### src/rtl/awgn_pkg.sv
// Shared types and constants for the AWGN stream controller and its FIFO.
package awgn_pkg;

  typedef enum logic [2:0] {
    ST_IDLE  = 3'd0,
    ST_CRST  = 3'd1,
    ST_WARM  = 3'd2,
    ST_RUN   = 3'd3,
    ST_DRAIN = 3'd4,
    ST_DONE  = 3'd5
  } state_t;

  localparam int NUM_SEEDS    = 6;
  localparam int SAMPLE_W_DEF = 16;

  localparam logic [31:0] SEED1_DEF = 32'hFFFF_FFFF;
  localparam logic [31:0] SEED2_DEF = 32'hFDFD_FDFD;
  localparam logic [31:0] SEED3_DEF = 32'hEFEF_EFEF;
  localparam logic [31:0] SEED4_DEF = 32'hFEDA_FEDA;
  localparam logic [31:0] SEED5_DEF = 32'hFFFA_FFFA;
  localparam logic [31:0] SEED6_DEF = 32'hFDEA_FDEA;

  // Power-on value of seed register idx (0 -> s1 ... 5 -> s6).
  function automatic logic [31:0] seed_default(input int idx);
    case (idx)
      0:       return SEED1_DEF;
      1:       return SEED2_DEF;
      2:       return SEED3_DEF;
      3:       return SEED4_DEF;
      4:       return SEED5_DEF;
      5:       return SEED6_DEF;
      default: return 32'h0000_0000;
    endcase
  endfunction

endpackage

### src/rtl/awgn_pair_fifo.sv
// Synchronous FIFO for {x0,x1} sample pairs. The head is held in a register so
// the output is stable while stalled; a push into an empty FIFO is visible on
// dout the following cycle. A push is accepted when not full or when a pop
// frees a slot in the same cycle.
module awgn_pair_fifo #(
  parameter int WIDTH = 32,
  parameter int DEPTH = 8
) (
  input  logic             clk,
  input  logic             reset,
  input  logic             push,
  input  logic             pop,
  input  logic [WIDTH-1:0] din,
  output logic [WIDTH-1:0] dout,
  output logic             full,
  output logic             empty
);

  localparam int AW = $clog2(DEPTH);

  logic [WIDTH-1:0] mem_r [DEPTH];
  logic [WIDTH-1:0] dout_r;
  logic [AW:0]      wr_ptr_r;
  logic [AW:0]      rd_ptr_r;
  logic             wr_en_s;
  logic             rd_en_s;
  logic [AW:0]      rd_next_s;
  logic [WIDTH-1:0] head_next_s;

  assign empty = (wr_ptr_r == rd_ptr_r);
  assign full  = (wr_ptr_r[AW] != rd_ptr_r[AW]) && (wr_ptr_r[AW-1:0] == rd_ptr_r[AW-1:0]);
  assign dout  = dout_r;

  // Effective push/pop and the value that will sit at the head next cycle.
  always_comb begin
    rd_en_s   = pop & ~empty;
    wr_en_s   = push & (~full | rd_en_s);
    rd_next_s = rd_ptr_r + {{AW{1'b0}}, rd_en_s};
    if (wr_en_s && (rd_next_s == wr_ptr_r)) begin
      head_next_s = din;
    end else begin
      head_next_s = mem_r[rd_next_s[AW-1:0]];
    end
  end

  // Storage, pointers and registered head.
  always_ff @(posedge clk or posedge reset) begin
    if (reset) begin
      for (int i = 0; i < DEPTH; i++) begin
        mem_r[i] <= {WIDTH{1'b0}};
      end
      wr_ptr_r <= {(AW+1){1'b0}};
      rd_ptr_r <= {(AW+1){1'b0}};
      dout_r   <= {WIDTH{1'b0}};
    end else begin
      if (wr_en_s) begin
        mem_r[wr_ptr_r[AW-1:0]] <= din;
        wr_ptr_r                <= wr_ptr_r + {{AW{1'b0}}, 1'b1};
      end
      rd_ptr_r <= rd_next_s;
      dout_r   <= head_next_s;
    end
  end

endmodule

### src/rtl/awgn_stream_ctrl.sv
// Sequencer/streamer for the Box-Muller AWGN core: owns the seeds and the core
// reset, hides pipeline warm-up, and streams a burst of {x0,x1} pairs. The core
// cannot stall, so pairs arriving while the FIFO is full are dropped and counted.
module awgn_stream_ctrl
  import awgn_pkg::*;
#(
  parameter int SAMPLE_W     = SAMPLE_W_DEF,
  parameter int FIFO_DEPTH   = 8,
  parameter int CORE_RST_CYC = 2,
  parameter int WARMUP_CYC   = 12,
  parameter int CNT_W        = 16
) (
  input  logic                  clk,
  input  logic                  reset,
  input  logic                  cfg_we,
  input  logic [2:0]            cfg_addr,
  input  logic [31:0]           cfg_wdata,
  input  logic                  start,
  input  logic [CNT_W-1:0]      burst_len,
  output logic                  busy,
  output logic                  done,
  output logic [CNT_W-1:0]      overflow_cnt,
  output logic                  core_reset,
  output logic [31:0]           s1,
  output logic [31:0]           s2,
  output logic [31:0]           s3,
  output logic [31:0]           s4,
  output logic [31:0]           s5,
  output logic [31:0]           s6,
  input  logic [SAMPLE_W-1:0]   core_x0,
  input  logic [SAMPLE_W-1:0]   core_x1,
  output logic                  m_valid,
  input  logic                  m_ready,
  output logic [2*SAMPLE_W-1:0] m_data
);

  localparam logic [15:0] CRST_LAST = 16'(CORE_RST_CYC - 1);
  localparam logic [15:0] WARM_LAST = 16'(WARMUP_CYC - 1);

  state_t             state_r;
  logic [15:0]        wait_cnt_r;
  logic [CNT_W-1:0]   len_r;
  logic [CNT_W-1:0]   cap_cnt_r;
  logic [CNT_W-1:0]   ovf_cnt_r;
  logic               busy_r;
  logic               done_r;
  logic               core_reset_r;
  logic [31:0]        seed_r [NUM_SEEDS];
  logic               fifo_full_s;
  logic               fifo_empty_s;
  logic               push_s;
  logic               pop_s;
  logic               cfg_wr_s;

  assign busy         = busy_r;
  assign done         = done_r;
  assign overflow_cnt = ovf_cnt_r;
  assign core_reset   = core_reset_r;
  assign m_valid      = ~fifo_empty_s;
  assign s1           = seed_r[0];
  assign s2           = seed_r[1];
  assign s3           = seed_r[2];
  assign s4           = seed_r[3];
  assign s5           = seed_r[4];
  assign s6           = seed_r[5];

  // Handshake decode: pop on valid&ready, capture every RUN cycle that has room.
  always_comb begin
    pop_s    = ~fifo_empty_s & m_ready;
    cfg_wr_s = cfg_we & (state_r == ST_IDLE) & ~busy_r;
    if ((state_r == ST_RUN) && (!fifo_full_s || pop_s)) begin
      push_s = 1'b1;
    end else begin
      push_s = 1'b0;
    end
  end

  // Seed register file; writable only while idle.
  always_ff @(posedge clk or posedge reset) begin
    if (reset) begin
      for (int i = 0; i < NUM_SEEDS; i++) begin
        seed_r[i] <= seed_default(i);
      end
    end else if (cfg_wr_s) begin
      case (cfg_addr)
        3'd0:    seed_r[0] <= cfg_wdata;
        3'd1:    seed_r[1] <= cfg_wdata;
        3'd2:    seed_r[2] <= cfg_wdata;
        3'd3:    seed_r[3] <= cfg_wdata;
        3'd4:    seed_r[4] <= cfg_wdata;
        3'd5:    seed_r[5] <= cfg_wdata;
        default: ;
      endcase
    end
  end

  // Burst sequencer with registered status and core-reset outputs.
  always_ff @(posedge clk or posedge reset) begin
    if (reset) begin
      state_r      <= ST_IDLE;
      wait_cnt_r   <= 16'd0;
      len_r        <= {CNT_W{1'b0}};
      cap_cnt_r    <= {CNT_W{1'b0}};
      ovf_cnt_r    <= {CNT_W{1'b0}};
      busy_r       <= 1'b0;
      done_r       <= 1'b0;
      core_reset_r <= 1'b1;
    end else begin
      done_r <= 1'b0;
      case (state_r)
        ST_IDLE: begin
          core_reset_r <= 1'b1;
          // busy_r is still high during the done cycle, which blocks a start there
          if (start && !busy_r) begin
            busy_r     <= 1'b1;
            len_r      <= burst_len;
            cap_cnt_r  <= {CNT_W{1'b0}};
            ovf_cnt_r  <= {CNT_W{1'b0}};
            wait_cnt_r <= 16'd0;
            if (burst_len == {CNT_W{1'b0}}) begin
              state_r <= ST_DONE;
            end else begin
              state_r <= ST_CRST;
            end
          end else begin
            busy_r <= 1'b0;
          end
        end
        ST_CRST: begin
          if (wait_cnt_r == CRST_LAST) begin
            wait_cnt_r   <= 16'd0;
            core_reset_r <= 1'b0;
            state_r      <= ST_WARM;
          end else begin
            wait_cnt_r <= wait_cnt_r + 16'd1;
          end
        end
        ST_WARM: begin
          if (wait_cnt_r == WARM_LAST) begin
            wait_cnt_r <= 16'd0;
            state_r    <= ST_RUN;
          end else begin
            wait_cnt_r <= wait_cnt_r + 16'd1;
          end
        end
        ST_RUN: begin
          if (push_s) begin
            cap_cnt_r <= cap_cnt_r + CNT_W'(1);
            if ((cap_cnt_r + CNT_W'(1)) == len_r) begin
              core_reset_r <= 1'b1;
              state_r      <= ST_DRAIN;
            end
          end else if (ovf_cnt_r != {CNT_W{1'b1}}) begin
            ovf_cnt_r <= ovf_cnt_r + CNT_W'(1);
          end
        end
        ST_DRAIN: begin
          if (fifo_empty_s) begin
            state_r <= ST_DONE;
          end
        end
        ST_DONE: begin
          done_r  <= 1'b1;
          state_r <= ST_IDLE;
        end
        default: begin
          state_r      <= ST_IDLE;
          busy_r       <= 1'b0;
          core_reset_r <= 1'b1;
        end
      endcase
    end
  end

  awgn_pair_fifo #(
    .WIDTH (2*SAMPLE_W),
    .DEPTH (FIFO_DEPTH)
  ) u_fifo (
    .clk   (clk),
    .reset (reset),
    .push  (push_s),
    .pop   (pop_s),
    .din   ({core_x0, core_x1}),
    .dout  (m_data),
    .full  (fifo_full_s),
    .empty (fifo_empty_s)
  );

endmodule

### config.mk
export PLATFORM = sky130hd
export DESIGN_NAME = awgn_stream_ctrl
export DESIGN_NICKNAME = d
export VERILOG_FILES = /design/src/rtl/awgn_pkg.sv /design/src/rtl/awgn_pair_fifo.sv /design/src/rtl/awgn_stream_ctrl.sv
export SDC_FILE = /design/constraint.sdc
export NUM_CORES = 1
export LEC_CHECK = 0
export ABC_CLOCK_PERIOD_IN_PS = 23900
export CELL_PAD_IN_SITES_DETAIL_PLACEMENT = 1
export CELL_PAD_IN_SITES_GLOBAL_PLACEMENT = 1
export CORE_AREA = 3 3 298 300
export CTS_CLUSTER_DIAMETER = 50
export CTS_CLUSTER_SIZE = 8
export DETAILED_ROUTE_END_ITERATION = 8
export DIE_AREA = 0 0 301 303
export PLACE_DENSITY = 0.52
export REMOVE_ABC_BUFFERS = 1
export SLEW_MARGIN = 20
export SYNTH_ARGS = -nofsm -noshare
export SYNTH_HDL_FRONTEND = slang
export SYNTH_SLANG_ARGS = --single-unit
### constraint.sdc
create_clock -name clk -period 23.9 [get_ports clk]
set_input_delay 4.78 -clock clk [delete_from_list [all_inputs] [get_ports clk]]
set_output_delay 4.78 -clock clk [all_outputs]
set_load 0.05 [all_outputs]
**Word level (Yosys, flattened, before mapping)**

Index checks and enable logic that the tools add are counted.

- $add $sub $neg: 5
- Multiply operators: 0
- Divide/modulo/power cells: 0
- $lt $le $gt $ge: 3
- Equal/unequal tests: 26
- Shifts and indexed selects: 0
- Multiplexer cells: 32
- Bitwise logic cells: 12
- Reductions and logical operators: 27

Operator list:

| operator | count |
|---|---|
| 256-bit bitwise mux | 1 |
| 32-bit 2-to-1 mux | 4 |
| 32-bit binary-select mux with 3-bit select | 1 |
| 32-bit demux with 3-bit select | 1 |
| 16-bit 2-to-1 mux | 6 |
| 16-bit one-hot mux with 2 select lines | 2 |
| 16-bit by 1-bit adder with 16-bit output, second input constant | 3 |
| 16-bit one-hot mux with 3 select lines | 1 |
| 3-bit 2-to-1 mux | 7 |
| 16-bit by 1-bit equality test with 1-bit output, second input constant | 1 |
| 16-bit equality test | 1 |
| 16-bit by 4-bit equality test with 1-bit output, second input constant | 1 |
| 16-bit zero test | 1 |
| 16-bit inequality test, second input constant | 1 |
| 2-bit AND reduction | 8 |
| 3-bit one-hot mux with 5 select lines | 1 |
| 3-bit by 2-bit equality test with 1-bit output, second input constant | 4 |
| 3-bit equality test, second input constant | 4 |
| 2-bit by 1-bit inequality test with 1-bit output, second input constant | 5 |
| 4-bit equality test | 2 |
| 4-bit greater-or-equal comparator, second input constant | 2 |
| 3-bit NOT with 4-bit output | 2 |
| 4-bit AND reduction | 2 |
| 3-bit by 1-bit equality test with 1-bit output, second input constant | 2 |
| 22 further kinds | 42 |

- Flip-flop bits (word level): 558
- Latch bits: 0
- RAM bits: 0
- Bits in read-only memories: 0
- Output and inout bits: 244
- Logic and storage cells: 130
- Memories kept: 0

**Logic depth before layout (Yosys ltp)**

Gate-level depths: netlist of the first run.

- Word-level depth: 10
- Mapped depth: 12
- Mapped depth without buffers: 11

**Hierarchy**

A second synthesis of the first run with hierarchy kept.

- Cell total of the unflattened synthesis: 1614
- Area, all modules: 24423.4 um^2

By module, submodules not included:

| module | times used | cells an instance | area each (um^2) | seq. area each (um^2) |
|---|---|---|---|---|
| awgn_pair_fifo | 1 | 774 | 13141.4 | 7407.1 |
| awgn_stream_ctrl | 1 | 840 | 11282.1 | 6762.7 |

**Worst setup path before layout of the first run**

No wires, ideal clock.

- Path kind: input port to flip-flop
- Start: input port m_ready
- End: register u_fifo.dout_r[10], in the netlist u_fifo.dout[10]
- Library setup time: 133 ps
- Data arrival time: 7004 ps
- Path slack: 16763 ps
- Stages on the path: 9
- Buffers on the path: 2
- Cell sequence: inv_1 a21oi_1 ha_1 ha_1 buf_2 buf_1 mux4_2 mux2i_1 o21ai_0

- Longest elaborated chain between the ends: 8
- Elaborated cells between the ends (all ways): 15

Ends and longest elaborated chain:

| what | line | text |
|---|---|---|
| from (decl) | awgn_stream_ctrl.sv:33 | `input logic m_ready,` |
| 1-bit AND * | awgn_stream_ctrl.sv:69 | `pop_s = ~fifo_empty_s & m_ready;` |
| 1-bit AND * | awgn_pair_fifo.sv:36 | `rd_en_s = pop & ~empty;` |
| 4-bit by 1-bit adder with 4-bit output * | awgn_pair_fifo.sv:38 | `rd_next_s = rd_ptr_r + {{AW{1'b0}}, rd_en_s};` |
| named net u_fifo.rd_next_s[1] | awgn_pair_fifo.sv:27 | `logic [AW:0] rd_next_s;` |
| 3-bit NOT with 4-bit output (implied by the code) | awgn_pair_fifo.sv:42 | `head_next_s = mem_r[rd_next_s[AW-1:0]];` |
| 32-bit binary-select mux with 3-bit select | awgn_pair_fifo.sv:42 |  |
| 32-bit 2-to-1 mux (implied by the code) (2 in series) | awgn_pair_fifo.sv:42 |  |
| 32-bit 2-to-1 mux * | awgn_pair_fifo.sv:39 | `if (wr_en_s && (rd_next_s == wr_ptr_r)) begin` |
| named net u_fifo.head_next_s[10] | awgn_pair_fifo.sv:28 | `logic [WIDTH-1:0] head_next_s;` |
| to (signal assigned) | awgn_pair_fifo.sv:54 | `dout_r <= {WIDTH{1'b0}};` |
| to (signal assigned) | awgn_pair_fifo.sv:61 | `dout_r <= head_next_s;` |
| to (decl) | awgn_pair_fifo.sv:22 | `logic [WIDTH-1:0] dout_r;` |

Mark *: on every way through the listed nets, which the timed path passes. The rest lies on a longest branch. The select of a mux whose other input is x is not followed.
A chain may end at the register's enable or synchronous reset.

==> impl_metrics.toml, run 1 <==
[status]
status = "finished, final reports clean"

[floorplanning]
floorplan.initialDensity = 0.278
dieArea_um2 = 91200
io_pins = 332
die_h_um = 303
core_um2 = 86500
die_w_um = 301
fp-row-count = 108

[yosys]
synth.avg_cell_area_um2 = 14.4
synth_cell_types = 58
ys_warn_count = 0
async_flop_share = 1.00
synth-seq-area-share = 0.589
yosys.area.top_type = "dfrtp_1"
synth_top_area_share = 0.409
synth_edf_count = 0
yosysMostFrequentCell = "mux2_2"
synth_ff_type = "dfrtp_1"
synth_area_um2 = 24000
synth_seq_cells = 558
synthTopCellsByArea = "dfrtp_1 (41%), mux2_2 (21%), dfstp_2 (18%), mux4_2 (6.0%), nand2_1 (2.1%)"
synth_cells = 1670
synth_commonest_cells = "mux2_2 (448), dfrtp_1 (393), dfstp_2 (165), nand2_1 (135), mux4_2 (64)"

[routing]
routed_wl_um = 70300
drt-pass1-iter-count = 4
drtIter0Drc = 595
wl_per_cell_um = 21.6
ant_nets = 0
num_vias = 15200
via_per_inst = 4.67
drc_errors = 0

[timing]
drv_slew = 0
fin_crit_ps = 8600
slew_headroom = 0.364
fin_skew_ps = 36.4
setup_tns_ps = 0
setup_viol_count_final = 0
rsz0062_at_grt = "no"
fin_crit_sh = 0.360
fin_ws_ps = 15300
hold_viol = 0
tightest_slew_ps = 953
max_freq_mhz = 116

[placed_design]
gp_congestion = 0.754
place_ws_ps = 14350
dp_hpwl_um = 44300
port-buffer-count = 331
dp_cells = 3094

[finish]
area_growth_pct = 32.3
final_nets = 2131
layout.cells.non_filler = 3257
fin_util = 0.368
fillers = 8921
drive_gt1_frac = 0.412

[power_and_ir_drop]
power.internal_w = 0.00311
vdd_drop_max_mv = 0.0890
p_switching_w = 0.00180
powerDensity_nw_per_um2 = 154
p_sw_frac = 0.366
p_leak_nw = 13.1
clockPowerShare = 0.264
comb_power_share = 0.407
seq_power_share = 0.328

[setup_path]
rr_endpoint = "u_fifo.dout[18]"
required_ps = 24530
crit_path_max_fanout = 102
worstSetupStartpoint = "reset"
r2r.worst_path.cells = 11
cp-endpoint = "u_fifo.mem_r[55]"
cp_data_arrival_time_ps = 9220
worstSetupPathType = "input pin to asynchronous set/reset pin"
critPathLaunchType = "input pin"
regToRegSetupSlack_ps = 19200
r2r_start = "u_fifo.wr_ptr_r[1]"
end_kind = "asynchronous set/reset pin"

[global_routing]
grt_pass1_vias = 16800
antenna_found_initial = 9
grt_overflow = 0
grt_pass1_wl_um = 107000
grt_max_degree = 103
groute.usage.overall = 0.152

[clocking]
cts_buffer_depth = 3
cts_htree_levels = 3
clock-root-buffer = "clkbuf_16"
cts-resized-gates = 0
cts_num_sinks = 558
cts_buffers = 95
cts.hold.buffers_added = 0
cts_setup_buffers = 0
cts_tree = "done"
clk_latency_ps = 640
path_clk_slew_ps = 40

[min_path]
hp-class = "flop to flop"

[job]
drv_cap = 0
## per-stage QoR
stage                     cell area, um^2  hold slack [ps]  total power (W)
after floorplan                     23700              465          0.00303
after global placement              28800              482          0.00362
after detailed placement            28800              489          0.00367
after CTS                           31800              500          0.00501
after global routing                31800              505          0.00520
final                               31800              495          0.00491
## kinds of logic (layout without fill, tap and decap cells)
kind of cell               count (synthesis)  in the layout  synth area share
DFF                                      558            558             0.589
xor gates and xnor gates                  59             59            0.0215
adders and majority gates                  7              7           0.00364
and+or+nand+nor                          293            293            0.0585
buffers and inverters                     99            526            0.0166
other                                      0              5                 0
AOI/OAI and AO/OA                        109            109            0.0270
muxes                                    545            545             0.283
## critical path, stage by stage
cell	delay, ps
clkdlybuf4s50_1	500
inv_8	510
buf_4	810
buf_4	780
buf_4	830
buf_4	820
## power by group through the flow
stage | combinational, W | sequential (W) | clock [W]
5_1_grt | 0.00214 | 0.00166 | 0.00139
3_5_place_dp | 0.00204 | 0.00163 | 0
6_report | 0.00200 | 0.00161 | 0.00130
4_1_cts | 0.00205 | 0.00162 | 0.00134
3_3_place_gp | 0.00200 | 0.00161 | 0
2_1_floorplan | 0.000988 | 0.00204 | 0
## placed cells by master (no fill, tap or decap), types with 5 or more instances in the layout
master / n
nand3_1: 27
nor4_1: 9
ha_1: 5
and3_1: 6
mux2i_1: 33
diode_2: 5
o31ai_1: 6
xor2_1: 22
inv_1: 7
mux4_2: 64
nand4_1: 15
dfrtp_1: 393
nor3_1: 14
nand2_1: 135
a21oi_1: 12
dfstp_2: 165
clkdlybuf4s50_1: 331
clkinv_2: 13
nand2b_1: 7
and4_1: 5
buf_4: 29
or3_1: 8
clkbuf_8: 5
xnor2_1: 36
nor2_1: 35
bufinv_16: 8
clkbuf_16: 95
mux2_2: 448
nor2b_1: 5
clkbuf_1: 23
o21ai_0: 63
## state kept, by name (all words and copies together) (netlist names)
| register | flops |
|---|---|
| len_r | 16 |
| s1 | 32 |
| u_fifo.rd_ptr_r | 4 |
| u_fifo.wr_ptr_r | 4 |
| s4 | 32 |
| done | 1 |
| s3 | 32 |
| state_r | 3 |
| cap_cnt_r | 16 |
| u_fifo.dout | 32 |
| s2 | 32 |
| wait_cnt_r | 16 |
| s5 | 32 |
| s6 | 32 |
| busy | 1 |
| overflow_cnt | 16 |
| u_fifo.mem_r | 256 |
| core_reset | 1 |
## layer usage
| layer | vias to the layer above | routed length [um] | track usage |
|---|---|---|---|
| met5 | - | 55 | 0 |
| met4 | 8 | 2120 | 0.0515 |
| met2 | 295 | 35400 | 0.262 |
| met1 | 7998 | 29500 | 0.189 |
| met3 | 136 | 3150 | 0.0348 |
| li1 | 6774 | - | - |
## layout make-up
class | instances | area (um^2) | area share
tap | 1155 | 1450 | 0.0454
antenna | 5 | 12.5 | 0.000393
clock inverter | 35 | 498 | 0.0157
sequential | 558 | 14200 | 0.445
inverter | 8 | 37.5 | 0.00118
clock buffer | 123 | 2530 | 0.0796
multi-input combinational | 1013 | 9590 | 0.301
timing repair buffer | 360 | 3530 | 0.111
## how the worst min path moves through the flow
| stage | from | endpoint | slack [ps] | cells past startpoint |
|---|---|---|---|---|
| 2_1_floorplan | len_r[11] | len_r[11] | 470 | 2 |
| 3_3_place_gp | u_fifo.mem_r[30] | u_fifo.mem_r[30] | 480 | 1 |
| 3_5_place_dp | u_fifo.mem_r[174] | u_fifo.mem_r[174] | 490 | 1 |
| 4_1_cts | u_fifo.mem_r[184] | u_fifo.mem_r[184] | 500 | 1 |
| 5_1_grt | u_fifo.mem_r[184] | u_fifo.mem_r[184] | 500 | 1 |
| 6_report | u_fifo.mem_r[167] | u_fifo.mem_r[167] | 490 | 1 |
(Power assumes the default switching activity.)
==> run 2, diff against run 1 <==
--- a/config.mk
+++ b/config.mk
@@ -5,7 +5,7 @@
 export SDC_FILE = /design/constraint.sdc
 export NUM_CORES = 1
 export LEC_CHECK = 0
-export ABC_CLOCK_PERIOD_IN_PS = 23900
+export ABC_CLOCK_PERIOD_IN_PS = 8200
 export CELL_PAD_IN_SITES_DETAIL_PLACEMENT = 1
 export CELL_PAD_IN_SITES_GLOBAL_PLACEMENT = 1
 export CORE_AREA = 3 3 298 300
==> constraint.sdc (replaced) <==
create_clock -name clk -period 8.2 [get_ports clk]
set_input_delay 1.64 -clock clk [delete_from_list [all_inputs] [get_ports clk]]
set_output_delay 1.64 -clock clk [all_outputs]
set_load 0.05 [all_outputs]
==> run 2 against run 1 <==
Non-clock buffer count down 3. Clock-buffer cell count up 14. First-iteration DRC count unchanged. Sequential share of layout area about the same. Utilization about the same. Clock skew down 16 ps. Largest power group unchanged. Clock power rose to 2.9 times the previous value. Largest cell class unchanged. Cell count up 0.12%. Combinational power rose to 2.9 times the previous value. Worst setup slack worse by 12000 ps. Total power rose to 2.9 times the previous value. Global-route usage up 0.23 points.
==> impl_metrics.toml, run 2 (synthesis results as in run 1) <==
[finish]
final_common_cell = "mux2_2"
area_growth_pct = 32.4
largest_reg_flops = 256
layout_common_cells = "mux2_2 (448), dfrtp_1 (393), clkdlybuf4s50_1 (331), dfstp_2 (165), nand2_1 (135)"
final_nets = 2128
fin_util = 0.368
top_register = "u_fifo.mem_r"
drive_gt1_frac = 0.411
fillers = 8930

[power_and_ir_drop]
vdd_drop_max_mv = 0.263
finalPower_w = 0.0143
p_switching_w = 0.00524
comb_power_share = 0.407
powerDensity_nw_per_um2 = 450
p_sw_frac = 0.366
seq_power_share = 0.329
power.internal_w = 0.00909
p_leak_nw = 13.1
clockPowerShare = 0.265

[routing]
drtIter0Drc = 595
routed_wl_um = 71200
wl_per_cell_um = 21.8
drt-pass1-iter-count = 4
drc_errors = 0
via_per_inst = 4.66
ant_nets = 0
num_vias = 15200

[clocking]
cts_tree = "done"
cts_setup_buffers = 0
cts-resized-gates = 0
cts_num_sinks = 558
cts_buffers = 95
clk_latency_ps = 640
cts.hold.buffers_added = 0
clock-root-buffer = "clkbuf_16"
cts_buffer_depth = 3
cts_htree_levels = 3
path_clk_slew_ps = 50

[floorplanning]
dieArea_um2 = 91200
floorplan.initialDensity = 0.278
die_h_um = 303
fp-row-count = 108
io_pins = 332
core_um2 = 86500
die_w_um = 301

[timing]
fin_crit_sh = 0.573
fin_skew_ps = 20.1
slew_headroom = 0.385
fin_crit_ps = 4690
tightest_slew_ps = 920
fin_ws_ps = 3510
whs_ps = 498
hold_viol = 0
max_freq_mhz = 213
setup_viol_count_final = 0
drv_slew = 0
rsz0062_at_grt = "no"

[setup_path]
crit_path_cell_trace = "xor2_1 -> nor3_1 -> nand2_1 -> clkdlybuf4s50_1"
r2r_start = "u_fifo.wr_ptr_r[1]"
critPathLaunchType = "flop"
cpPeakStageDelay_ps = 790
crit_slowest_cell = "clkdlybuf4s50_1"
cp_data_arrival_time_ps = 3050
crit_path_max_fanout = 12
worstSetupStartpoint = "u_fifo.wr_ptr_r[1]"
required_ps = 6560
worstSetupPathType = "flop to output pin"
r2r.worst_path.cells = 12
end_kind = "output pin"

[global_routing]
grt_pass1_vias = 16700
grt_max_degree = 158
groute.usage.overall = 0.155
antenna_found_initial = 7
grt_overflow = 0
grt_pass1_wl_um = 107000

[placed_design]
gp_congestion = 0.744
port-buffer-count = 331
place_ws_ps = 3030
dp_hpwl_um = 44400

[min_path]
min_from = "u_fifo.mem_r[157]"
hold_depth = 1
hp-class = "flop to flop"

[job]
drv_cap = 0

[status]
status = "finished, final reports clean"
[run 2: final timing paths]
| kind | to | slack [ps] |
|---|---|---|
| setup / recovery | m_valid | 3510 |
| hold / removal | u_fifo.mem_r[157] | 500 |
| setup reg to reg | u_fifo.dout[5] | 3910 |
| hold reg to reg | u_fifo.mem_r[157] | 500 |
| max in group asynchronous | u_fifo.mem_r[83] | 5150 |
| min in group asynchronous | s3[4] | 1610 |
[run 2: area by class of cell]
cell class | count | area (um^2) | area share
antenna | 3 | 7.51 | 0.000236
clock buffer | 137 | 2700 | 0.0847
clock inverter | 30 | 349 | 0.0110
inverter | 8 | 37.5 | 0.00118
multi-input combinational | 1013 | 9590 | 0.301
sequential | 558 | 14200 | 0.445
tap | 1155 | 1450 | 0.0454
timing repair buffer | 357 | 3540 | 0.111
[run 2: through the flow]
stage / area, um^2 / cells / TNS [ps]
floorplan: 23700 / 1579 / -4157070
global placement: 28800 / 3091 / 0
detailed placement: 28800 / 3091 / 0
CTS: 31800 / 3258 / 0
global route: 31800 / 3259 / 0
finish: 31800 / 3261 / 0
[run 2: power groups by stage]
| stage | Combinational (W) | Clock, W | Sequential [W] |
|---|---|---|---|
| 4_1_cts | 0.00596 | 0.00393 | 0.00472 |
| 3_3_place_gp | 0.00580 | 0 | 0.00470 |
| 5_1_grt | 0.00623 | 0.00407 | 0.00486 |
| 2_1_floorplan | 0.00288 | 0 | 0.00596 |
| 6_report | 0.00583 | 0.00379 | 0.00471 |
| 3_5_place_dp | 0.00593 | 0 | 0.00475 |
[run 2: layer usage]
layer / track usage / vias to the layer above / wire length, um / share of wire
li1: - / 6799 / - / -
met1: 0.186 / 7977 / 29600 / 0.42
met2: 0.271 / 297 / 36300 / 0.51
met3: 0.0372 / 121 / 3190 / 0.045
met4: 0.0510 / 8 / 2040 / 0.029
met5: 0 / - / 64 / 0.00090
[run 2: critical path, delay by kind of cell (launching register included)]
kind	cells	cell delay, ps
buf+inv	1	790
xor+xnor	1	170
flops	1	690
simple gates	2	790
==> run 3, diff against run 2 <==
--- a/config.mk
+++ b/config.mk
@@ -5,7 +5,7 @@
 export SDC_FILE = /design/constraint.sdc
 export NUM_CORES = 1
 export LEC_CHECK = 0
-export ABC_CLOCK_PERIOD_IN_PS = 8200
+export ABC_CLOCK_PERIOD_IN_PS = 3900
 export CELL_PAD_IN_SITES_DETAIL_PLACEMENT = 1
 export CELL_PAD_IN_SITES_GLOBAL_PLACEMENT = 1
 export CORE_AREA = 3 3 298 300
@@ -13,7 +13,7 @@
 export CTS_CLUSTER_SIZE = 8
 export DETAILED_ROUTE_END_ITERATION = 8
 export DIE_AREA = 0 0 301 303
-export PLACE_DENSITY = 0.52
+export PLACE_DENSITY = 0.54
 export REMOVE_ABC_BUFFERS = 1
 export SLEW_MARGIN = 20
 export SYNTH_ARGS = -nofsm -noshare
==> constraint.sdc (replaced) <==
create_clock -name clk -period 3.9 [get_ports clk]
set_input_delay 0.78 -clock clk [delete_from_list [all_inputs] [get_ports clk]]
set_output_delay 0.78 -clock clk [all_outputs]
set_load 0.05 [all_outputs]
==> run 3 against run 2 <==
Total power rose by 110%. Critical endpoint unchanged. Clock power up 97%. Die area stayed put. Largest power group unchanged.
==> impl_metrics.toml, run 3 (synthesis results as in run 1) <==
[finish]
area_growth_pct = 32.9
postLayoutCellArea_um2 = 32000
final_common_cell = "mux2_2"
top_register = "u_fifo.mem_r"
fillers = 8925
layout_common_cells = "mux2_2 (448), dfrtp_1 (393), clkdlybuf4s50_1 (331), dfstp_2 (165), nand2_1 (135)"
fin_util = 0.369
largest_reg_flops = 256
final_nets = 2141
drive_gt1_frac = 0.412

[clocking]
cts_tree = "done"
cts.hold.buffers_added = 0
cts_buffers = 90
cts_num_sinks = 558
cts_htree_levels = 3
cts_setup_buffers = 0
cts_buffer_depth = 3
path_clk_slew_ps = 50
clk_latency_ps = 630
clock-root-buffer = "clkbuf_16"
cts-resized-gates = 0

[job]
drv_cap = 0

[floorplanning]
core_um2 = 86500
floorplan.initialDensity = 0.278
fp-row-count = 108
die_w_um = 301
dieArea_um2 = 91200
die_h_um = 303
io_pins = 332

[timing]
rsz0062_at_grt = "no"
slew_headroom = 0.502
fin_crit_sh = 0.940
drv_slew = 0
fin_ws_ps = 235
tightest_slew_ps = 747
fin_skew_ps = 34.0
hold_viol = 0
max_freq_mhz = 273
fin_crit_ps = 3670
setup_viol_count_final = 0

[routing]
num_vias = 15300
drtIter0Drc = 744
drt-pass1-iter-count = 4
ant_nets = 0
wl_per_cell_um = 21.7
via_per_inst = 4.69
drc_errors = 0
routed_wl_um = 70800

[global_routing]
grt_max_degree = 81
grt_pass1_wl_um = 107000
groute.usage.overall = 0.153
grt_overflow = 0
antenna_found_initial = 6
grt_pass1_vias = 16900

[setup_path]
regToRegSetupSlack_ps = 640
required_ps = 3120
worstSetupPathType = "flop to output pin"
end_kind = "output pin"
crit_path_max_fanout = 12
cp_data_arrival_time_ps = 2890
critPathLaunchType = "flop"

[power_and_ir_drop]
p_leak_nw = 13.1
vdd_drop_max_mv = 0.547
finalPower_w = 0.0299
powerDensity_nw_per_um2 = 935

[placed_design]
place_ws_ps = 573
place_area_um2 = 29100
gp_congestion = 0.766
dp_hpwl_um = 45000
port-buffer-count = 331

[status]
status = "finished, final reports clean"

[min_path]
hp-class = "flop to flop"
[run 3: cell types whose count changed in the layout (fill, tap and decap cells not counted), sizes merged]
cell    before  now
buf         26   44
bufinv       5    3
clkbuf     137  132
clkinv      18   13
diode        3    5
inv         12   11
[run 3: area by class of cell]
cell class                 instances  area, um^2  share of cell area
antenna                            5        12.5            0.000392
clock buffer                     132        2540              0.0795
clock inverter                    22         274             0.00858
inverter                           8        37.5             0.00117
multi-input combinational       1013        9590               0.300
sequential                       558       14200               0.443
tap                             1155        1450              0.0452
timing repair buffer             375        3880               0.121
[run 3: final timing paths]
path / startpoint / endpoint / depth (start not counted)
worst max-delay path: u_fifo.wr_ptr_r[1] / m_valid / 5
max in group asynchronous: reset / overflow_cnt[4] / 4
min in group asynchronous: reset / s4[0] / 2
worst min-delay path: u_fifo.mem_r[186] / u_fifo.mem_r[186] / 1
worst max register to register: cap_cnt_r[0] / state_r[0] / 7
worst min register to register: u_fifo.mem_r[186] / u_fifo.mem_r[186] / 1
[run 3: power breakdown]
part	switching (W)	internal (W)	total (W)
Clock	0.00277	0.00468	0.00746
Sequential	0.00136	0.00854	0.00990
Combinational	0.00686	0.00565	0.0125
[run 3: critical path: stages (launching register included)]
cell             delay [ps]
dfrtp_1                 680
xor2_1                  180
nor3_1                  280
buf_4                   180
nand2_1                 160
clkdlybuf4s50_1         780
[run 3: routing by layer]
| metal | track usage | part of all wire | wire (um) |
|---|---|---|---|
| met1 | 0.187 | 0.42 | 30000 |
| met2 | 0.268 | 0.51 | 36200 |
| met3 | 0.0303 | 0.042 | 2950 |
| met4 | 0.0516 | 0.024 | 1690 |
| met5 | 0 | 0.00013 | 9 |
[run 3: metrics by stage]
stage / instances / setup TNS, ps / hold WS [ps]
floorplan: 1579 / -6278170 / 465
global placement: 3109 / 0 / 482
detailed placement: 3109 / 0 / 484
CTS: 3263 / 0 / 499
global route: 3265 / 0 / 506
finish: 3268 / 0 / 497
